## config.mk

```make
export PLATFORM = sky130hd
export DESIGN_NAME = guess_stream_feeder
export DESIGN_NICKNAME = d
export VERILOG_FILES = /design/src/rtl/guess_stream_feeder.sv
export SDC_FILE = /design/constraint.sdc
export NUM_CORES = 1
export LEC_CHECK = 0
export CAP_MARGIN = 20
export CORE_ASPECT_RATIO = 1.2
export CORE_UTILIZATION = 48
export CTS_CLUSTER_SIZE = 14
export DETAILED_ROUTE_END_ITERATION = 7
export GPL_TIMING_DRIVEN = 1
export HOLD_SLACK_MARGIN = 0.15
export PLACE_DENSITY_LB_ADDON = 0.15
export SYNTH_ARGS = -nofsm -noshare
export SYNTH_HDL_FRONTEND = slang
export SYNTH_SLANG_ARGS = --single-unit
```

## constraint.sdc

```tcl
create_clock -name CLK -period 1.6 [get_ports CLK]
set_input_delay 0.32 -clock CLK [delete_from_list [all_inputs] [get_ports CLK]]
set_output_delay 0.32 -clock CLK [all_outputs]
set_load 0.02 [all_outputs]
```

## src/rtl/guess_stream_feeder.sv

```systemverilog
// Guess-vector feeder: buffers NUM_UNKNOWNS Flopoco words and streams them in one pass on START.
// Optional macro GUESS_FEED_LOOP_EN: START held through DONE chains passes back to back.
module guess_stream_feeder #(
   parameter int NUM_UNKNOWNS = 2,
   parameter int BIT_WIDTH    = 32,
   parameter int EXTRA_BITS   = 2,
   parameter int IDX_W        = ($clog2(NUM_UNKNOWNS) > 0) ? $clog2(NUM_UNKNOWNS) : 1
) (
   input  logic                            CLK,
   input  logic                            RESET,
   input  logic                            LOAD_VALID,
   input  logic [BIT_WIDTH+EXTRA_BITS-1:0] LOAD_DATA,
   output logic                            LOAD_READY,
   input  logic                            START,
   input  logic                            ABORT,
   output logic [BIT_WIDTH+EXTRA_BITS-1:0] INPUT_SCALER,
   output logic                            SCALER_VALID,
   output logic [IDX_W-1:0]                SCALER_IDX,
   output logic                            PASS_DONE,
   output logic                            BUSY,
   output logic                            NAN_FLAG
);

   localparam int W = BIT_WIDTH + EXTRA_BITS;
   localparam logic [IDX_W-1:0] LAST_IDX = IDX_W'(NUM_UNKNOWNS - 1);
   localparam logic [IDX_W-1:0] FIRST_FILL_PTR = IDX_W'((NUM_UNKNOWNS == 1) ? 0 : 1);

   typedef enum logic [2:0] {S_IDLE, S_LOADING, S_FULL, S_STREAM, S_DONE} state_t;

   state_t           state_q, state_d;
   logic [W-1:0]     guess_buf [NUM_UNKNOWNS];
   logic [IDX_W-1:0] load_ptr_q;
   logic [IDX_W-1:0] stream_ptr_q;
   logic [IDX_W-1:0] stream_nxt;
   logic [IDX_W-1:0] wr_idx;
   logic             load_acc;
   logic             fresh_fill;
   logic             start_pass;
   logic [W-1:0]     scaler_p1;
   logic [IDX_W-1:0] idx_p1;
   logic             vld_p1;
   logic             pass_done_p1;
   logic             nan_q;

   function automatic logic is_nan(input logic [W-1:0] word);
      return word[W-1 -: 2] == 2'b11;
   endfunction

   always_ff @(posedge CLK or negedge RESET) begin
      if (!RESET) state_q <= S_IDLE;
      else        state_q <= state_d;
   end

   always_comb begin
      state_d = state_q;
      case (state_q)
         S_IDLE:    if (load_acc) state_d = (NUM_UNKNOWNS == 1) ? S_FULL : S_LOADING;
         S_LOADING: if (load_acc && load_ptr_q == LAST_IDX) state_d = S_FULL;
         S_FULL: begin
            if (START)         state_d = S_STREAM;
            else if (load_acc) state_d = (NUM_UNKNOWNS == 1) ? S_FULL : S_LOADING;
         end
         S_STREAM: begin
            if (ABORT)                       state_d = S_FULL;
            else if (stream_ptr_q == LAST_IDX) state_d = S_DONE;
         end
         S_DONE: begin
`ifdef GUESS_FEED_LOOP_EN
            state_d = START ? S_STREAM : S_FULL;
`else
            state_d = S_FULL;
`endif
         end
         default:   state_d = S_IDLE;
      endcase
   end

   always_comb begin
      LOAD_READY = (state_q == S_IDLE) || (state_q == S_LOADING) || ((state_q == S_FULL) && !START);
      BUSY       = (state_q == S_STREAM);
   end

   // A fill restarts at index 0 whenever the previous vector is absent or being replaced.
   assign load_acc   = LOAD_VALID && LOAD_READY;
   assign fresh_fill = (state_q == S_IDLE) || (state_q == S_FULL);
   assign wr_idx     = fresh_fill ? '0 : load_ptr_q;
   assign start_pass = (state_d == S_STREAM) && (state_q != S_STREAM);
   assign stream_nxt = stream_ptr_q + 1'b1;

   always_ff @(posedge CLK or negedge RESET) begin
      if (!RESET) begin
         for (int i = 0; i < NUM_UNKNOWNS; i++) guess_buf[i] <= '0;
      end else if (load_acc) begin
         guess_buf[wr_idx] <= LOAD_DATA;
      end
   end

   always_ff @(posedge CLK or negedge RESET) begin
      if (!RESET)                 load_ptr_q <= '0;
      else if (load_acc) begin
         if (fresh_fill)          load_ptr_q <= FIRST_FILL_PTR;
         else if (load_ptr_q == LAST_IDX) load_ptr_q <= '0;
         else                     load_ptr_q <= load_ptr_q + 1'b1;
      end
   end

   // Output stage p1: word k is registered on the edge that selects it, so it appears one cycle later.
   always_ff @(posedge CLK or negedge RESET) begin
      if (!RESET) begin
         scaler_p1    <= '0;
         idx_p1       <= '0;
         vld_p1       <= 1'b0;
         pass_done_p1 <= 1'b0;
         stream_ptr_q <= '0;
      end else begin
         pass_done_p1 <= 1'b0;
         if (start_pass) begin
            vld_p1       <= 1'b1;
            idx_p1       <= '0;
            scaler_p1    <= guess_buf[0];
            stream_ptr_q <= '0;
         end else if (state_q == S_STREAM) begin
            if (ABORT) begin
               vld_p1       <= 1'b0;
               stream_ptr_q <= '0;
            end else if (stream_ptr_q == LAST_IDX) begin
               vld_p1       <= 1'b0;
               pass_done_p1 <= 1'b1;
               stream_ptr_q <= '0;
            end else begin
               vld_p1       <= 1'b1;
               idx_p1       <= stream_nxt;
               scaler_p1    <= guess_buf[stream_nxt];
               stream_ptr_q <= stream_nxt;
            end
         end
      end
   end

   generate
      if (EXTRA_BITS == 2) begin : g_nan
         always_ff @(posedge CLK or negedge RESET) begin
            if (!RESET)                            nan_q <= 1'b0;
            else if (load_acc && is_nan(LOAD_DATA)) nan_q <= 1'b1;
         end
      end else begin : g_no_nan
         assign nan_q = 1'b0;
      end
   endgenerate

   assign INPUT_SCALER = scaler_p1;
   assign SCALER_VALID = vld_p1;
   assign SCALER_IDX   = idx_p1;
   assign PASS_DONE    = pass_done_p1;
   assign NAN_FLAG     = nan_q;

endmodule

```

Word level (Yosys, flattened, before mapping)
Cells that the tools add are included.
{ "word_totals": {"mem_count": 0, "in_bits": 39, "ram_bits": 0, "rom_bits": 0, "reg_bits": 111, "elab_cells": 74, "latch_bits": 0, "out_inout_bits": 40} }
{ "op_classes": {"eq_ne": 9, "n_addsub": 2, "mux": 35, "n_reduce_logical": 13, "n_lt_le_gt_ge": 3, "multipliers": 0, "bitwise_logic": 2, "div_mod_pow": 0, "shift": 0} }
{ "ops": {"columns": ["operator", "count"], "rows": [
  ["34-bit 2-to-1 mux", 8],
  ["68-bit bitwise mux", 1],
  ["34-bit demux with 1-bit select", 1],
  ["1-bit 2-to-1 mux", 19],
  ["3-bit 2-to-1 mux", 5],
  ["3-bit case mux with 5 select lines", 1],
  ["3-bit by 2-bit equality test with 1-bit output (second input constant)", 3],
  ["1-bit logical AND", 6],
  ["2-bit greater-or-equal comparator (second input constant)", 2],
  ["2-bit by 1-bit inequality test with 1-bit output (second input constant)", 2],
  ["1-bit NOT with 2-bit output", 2],
  ["3-bit by 1-bit equality test with 1-bit output (second input constant)", 1],
  ["3-bit equality test (second input constant)", 1],
  ["3-bit logical NOT", 1],
  ["1-bit logical OR", 3],
  ["3-bit by 2-bit inequality test with 1-bit output (second input constant)", 1],
  ["3-bit AND reduction", 1],
  ["1-bit adder (second input constant)", 2],
  ["2-bit equality test (second input constant)", 1],
  ["2-bit by 1-bit < comparator with 1-bit output (second input constant)", 1],
  ["2-bit nonzero test", 1],
  ["1-bit logical NOT", 1]
]} }

Depth between registers and ports, before layout
{ "logic_depth": {"depth_word": 11, "ltp_mapped": 6} }

Least setup slack after synthesis
OpenSTA, ideal clock, no wires.
{ "synth_path": {"kind": "reg-to-reg", "startpoint": "register state_q[0]", "endpoint": "register state_q[0]", "slack_ns": 0.042, "arrival_time_ns": 1.490, "setup_ns": 0.068, "n_path_buf": 1, "stages_incl_launch_ff": 6, "path_cell_list": "dfrtp_1 buf_6 or2_1 a21oi_1 o211ai_1 nand2_1"} }
{ "synth_via": {"elab_chain_len": 7, "word_cells_on_any_way": 16} }
{ "synth_lines": {"columns": ["element", "line_no", "rtl"], "rows": [
  ["start, declared", "30", "state_t state_q, state_d;"],
  ["start signal, assigned", "51", "else state_q <= state_d;"],
  ["3-bit by 1-bit equality test with 1-bit output, or another cell as far along", "79", "LOAD_READY = (state_q == S_IDLE) || (state_q == S_LOADING) || ((state_q == S_FULL) && !START);"],
  ["1-bit logical OR or 1-bit logical AND (tied branches)", "79", null],
  ["1-bit logical OR *", "79", null],
  ["via LOAD_READY", "13", "output logic LOAD_READY,"],
  ["1-bit logical AND *", "84", "assign load_acc = LOAD_VALID && LOAD_READY;"],
  ["3-bit 2-to-1 mux or 1-bit logical AND (tied branches)", "57, 61, 58", null],
  ["3-bit 2-to-1 mux (on tied branches)", "60, 58", null],
  ["3-bit case mux with 5 select lines *", "56", "case (state_q)"],
  ["via state_d[0]", "30", null]
]} }
Mark *: on every way through the listed nets, which the timed path passes. The rest lies on a longest branch.
A chain may end at the register's enable or synchronous reset.

Final worst setup path
{ "layout_path": {"startpoint": "register state_q[2]", "endpoint": "register guess_buf[21] (netlist name)"} }
{ "layout_via": {"elab_chain_len": 9, "word_cells_on_any_way": 16} }
{ "layout_lines": {"columns": ["element", "line_no", "rtl"], "rows": [
  ["3-bit by 2-bit equality test with 1-bit output or 3-bit logical NOT (tied branches)", "79, 85", null],
  ["1-bit logical OR", "85", "assign fresh_fill = (state_q == S_IDLE) || (state_q == S_FULL);"],
  ["1-bit 2-to-1 mux", "86", "assign wr_idx = fresh_fill ? '0 : load_ptr_q;"],
  ["1-bit NOT with 2-bit output (not written as such)", "94", "guess_buf[wr_idx] <= LOAD_DATA;"],
  ["2-bit greater-or-equal comparator (not written as such) or 2-bit by 1-bit < comparator with 1-bit output (tied branches)", "94", null],
  ["1-bit logical AND (not written as such)", "94", null],
  ["34-bit 2-to-1 mux (not written as such)", "94", null],
  ["34-bit demux with 1-bit select", "94", null],
  ["68-bit bitwise mux", "94", null],
  ["end signal, assigned by index", "94", null],
  ["end, declared", "31", "logic [W-1:0] guess_buf [NUM_UNKNOWNS];"]
]} }
Several ways; a longest one is shown, not always the timed one.

==> results.py <==
metrics = {
    "outcome": {
        "outcome": "finished with violations",
        "violations": "negative setup slack",
    },
    "timing": {
        "slew_headroom_pct": 70.19,
        "fin_ws_ps": -67.70,
        "setup_viol": 35,
        "fin_crit_ps": 1668,
        "skew_ps": 13.87,
        "tightest_slew_ps": 447.2,
        "fin_crit_sh_pct": 104.2,
        "rsz0062_at_grt": "yes",
        "finalMaxSlewViolations": 0,
        "hold_viol": 0,
        "max_freq_mhz": 599.6,
    },
    "power_and_ir_drop": {
        "total_power_mw": 12.32,
        "internal_power_mw": 8.169,
        "p_sw_mw": 4.151,
        "leakagePower_nw": 3.026,
        "power.share.combinational_pct": 45.7,
        "seqPwrFrac_pct": 39.4,
        "ir_worst_vdd_mv": 0.8697,
        "clock_power_share_pct": 14.8,
        "switching_share_pct": 33.69,
        "powerDensity_mw_per_mm2": 1989,
    },
    "cells_and_area": {
        "antenna_cells": 0,
        "post-route-util_pct": 67.16,
        "layout.nets": 479,
        "fin_area_mm2": 0.006195,
        "drive_gt1_share_pct": 28.54,
        "syn2layout_area_growth_pct": 33.52,
    },
    "place": {
        "portBuffers": 78,
        "place_congestion": 0.8527,
        "dp_hpwl_um": 5928,
        "place_ws_ps": -546.0,
        "post_dp_cell_area_mm2": 0.005778,
    },
    "floorplanning": {
        "ios": 79,
        "die-area_mm2": 0.01006,
        "dieHeight_um": 109.7,
        "coreArea_mm2": 0.009224,
        "start_util_pct": 50.30,
        "rows": 38,
        "die_w_um": 91.75,
    },
    "logic_synthesis": {
        "synth_edf_count": 0,
        "yosysWarningCount": 0,
        "syn_avg_cell_area_um2": 13.77,
        "synth_cell_type_count": 29,
        "async_reset_ff_share_pct": 100.0,
        "syn_inst": 337,
        "ys_seq_elements": 111,
        "synth-main-ff-cell": "dfrtp_1",
        "yosysSeqAreaShare_pct": 59.87,
        "synth_area_mm2": 0.004639,
        "syn_nets": 376,
    },
    "drt": {
        "ant_nets": 0,
        "finalWirelength_um": 9260,
        "wl_per_cell_um": 16.39,
        "drt_first_iter_violations": 81,
        "via_per_inst": 5.108,
        "first_pass_iters": 4,
        "route.detailed.drc": 0,
        "vias": 2886,
    },
    "setup_path": {
        "critical_path_class": "flop to flop",
        "worstSetupEndpointType": "flop",
        "crit_fanout": 6,
        "worstSetupStartpointType": "flop",
        "cp.arrival_ps": 1920,
        "cp.required_ps": 1860,
    },
    "cts": {
        "cts.htree.levels": 3,
        "cts_tree": "yes",
        "ctsLongestPathBuffers": 2,
        "clkTransAtPathRegs_ps": 100,
        "clk_latency_ps": 370,
        "clkSinkCount": 111,
        "cts_buffers": 9,
        "cts_root_buf": "clkbuf_8",
    },
    "global_routing": {
        "grt_overflow": 0,
        "track_usage_pct": 18.67,
        "grt_pass1_wl_um": 14370,
        "grt_max_degree": 33,
        "antenna_found_initial": 0,
        "grt_pass1_vias": 2927,
    },
    "run": {
        "cap_violations": 0,
    },
    "worst_hold_path": {
        "hold_class": "input pin to async pin",
    },
}
==> cells by family after synthesis <==
kind of cell | after synthesis | share of synthesized area (%)
and+or+nand+nor | 58 | 5.960
DFF | 111 | 59.87
muxes | 102 | 26.27
AOI/OAI and AO/OA | 46 | 5.286
buffers and inverters | 20 | 2.616
==> worst paths after layout <==
kind                                         startpoint                            to  slack (ps)  depth (start not counted)
max                                state_q[2]$_DFF_PN0_     guess_buf[21]$_DFFE_PN0P_         -70                          6
max reg2reg                        state_q[2]$_DFF_PN0_     guess_buf[21]$_DFFE_PN0P_         -70                          6
min in group CLK                                  START        SCALER_IDX$_DFFE_PN0P_         450                          5
min reg2reg                INPUT_SCALER[29]$_DFFE_PN0P_  INPUT_SCALER[29]$_DFFE_PN0P_         480                          2
min                                               RESET     guess_buf[62]$_DFFE_PN0P_         420                          2
max in group asynchronous                         RESET     guess_buf[43]$_DFFE_PN0P_         650                          3
==> what timing repair did <==
| action | 4_1_cts | 5_1_grt |
|---|---|---|
| setup endpoints to repair | 54 | 72 |
| cloned | 0 | 3 |
| hold buffers | 1 | 0 |
| buffers inserted | 0 | 3 |
| endpoints found under the hold margin | 27 | 0 |
| pin swaps | 1 | 3 |
| gates resized for setup | 51 | 32 |
==> cell type report <==
cell class                      count  area [um2]
Inverter                            2       7.507
Clock inverter                      6       92.59
Fill cell                         695        3029
Timing Repair Buffer              110        1196
Sequential cell                   111        2778
Multi-Input combinational cell    206        1843
Tap cell                          120       150.1
Clock buffer                       10       127.6
==> synthesized netlist by cell type (2+ instances only) <==
master	number	area share, %
dfrtp_1	111	60
buf_2	4	0.43
buf_4	3	0.49
nor2_4	2	0.49
nand2b_1	2	0.27
clkbuf_1	7	0.57
nor2b_1	3	0.40
o21ai_0	35	3.8
mux2i_1	34	7.3
nand2_1	41	3.3
mux2_2	37	9.0
buf_6	4	0.97
inv_1	2	0.16
a21oi_1	5	0.54
mux2_4	30	9.7
nor2_1	4	0.32
==> routing by layer <==
metal | share of wire, % | GRT usage (%)
met5 | 0 | 0
met4 | 1.3 | 7.143
met3 | 2.9 | 3.250
met2 | 50 | 32.44
met1 | 46 | 23.51
==> metrics by stage <==
step | instances | setup TNS [ps] | hold slack [ps]
floorplan | 337 | 0 | 24.41
global placement | 542 | -27920 | 292.0
detailed placement | 542 | -29600 | 291.9
CTS | 559 | -393.5 | 428.8
global route | 565 | -2498 | 447.2
finish | 565 | -1417 | 424.9
==> flip-flops by register name, indices dropped and copies added, names as in the netlist <==
name / cells
NAN_FLAG: 1
PASS_DONE: 1
guess_buf: 68
stream_ptr_q: 1
load_ptr_q: 1
SCALER_IDX: 1
SCALER_VALID: 1
state_q: 3
INPUT_SCALER: 34
==> worst max-delay path, cell delays in order (launching register included) <==
cell and delay, ps:
dfrtp_1 430, buf_6 140, nand4b_1 210, nor2_4 150, buf_12 150, clkbuf_16 150, mux2_2 320
==> cells in the final DEF (no fill, tap or decap), types with 2 or more instances in the layout <==
| cell | count |
|---|---|
| a21oi_1 | 4 |
| buf_12 | 14 |
| buf_4 | 14 |
| buf_6 | 4 |
| bufinv_16 | 2 |
| clkbuf_16 | 2 |
| clkbuf_8 | 9 |
| clkdlybuf4s50_1 | 36 |
| clkinvlp_4 | 2 |
| dfrtp_1 | 111 |
| dlygate4sd2_1 | 38 |
| mux2_2 | 20 |
| mux2_4 | 48 |
| mux2i_1 | 34 |
| nand2_1 | 41 |
| nand2b_1 | 2 |
| nor2_1 | 4 |
| nor2_4 | 2 |
| nor2b_2 | 2 |
| o21ai_0 | 35 |
==> power groups by stage <==
stage	Sequential, mW	Clock [mW]	Combinational [mW]
3_5_place_dp	4.91	0	5.49
5_1_grt	5.01	1.98	6.09
4_1_cts	4.85	1.88	5.24
2_1_floorplan	5.27	0	3.06
3_3_place_gp	4.86	0	5.39
6_report	4.86	1.83	5.64
No activity file was read; power rests on OpenSTA's default activity.
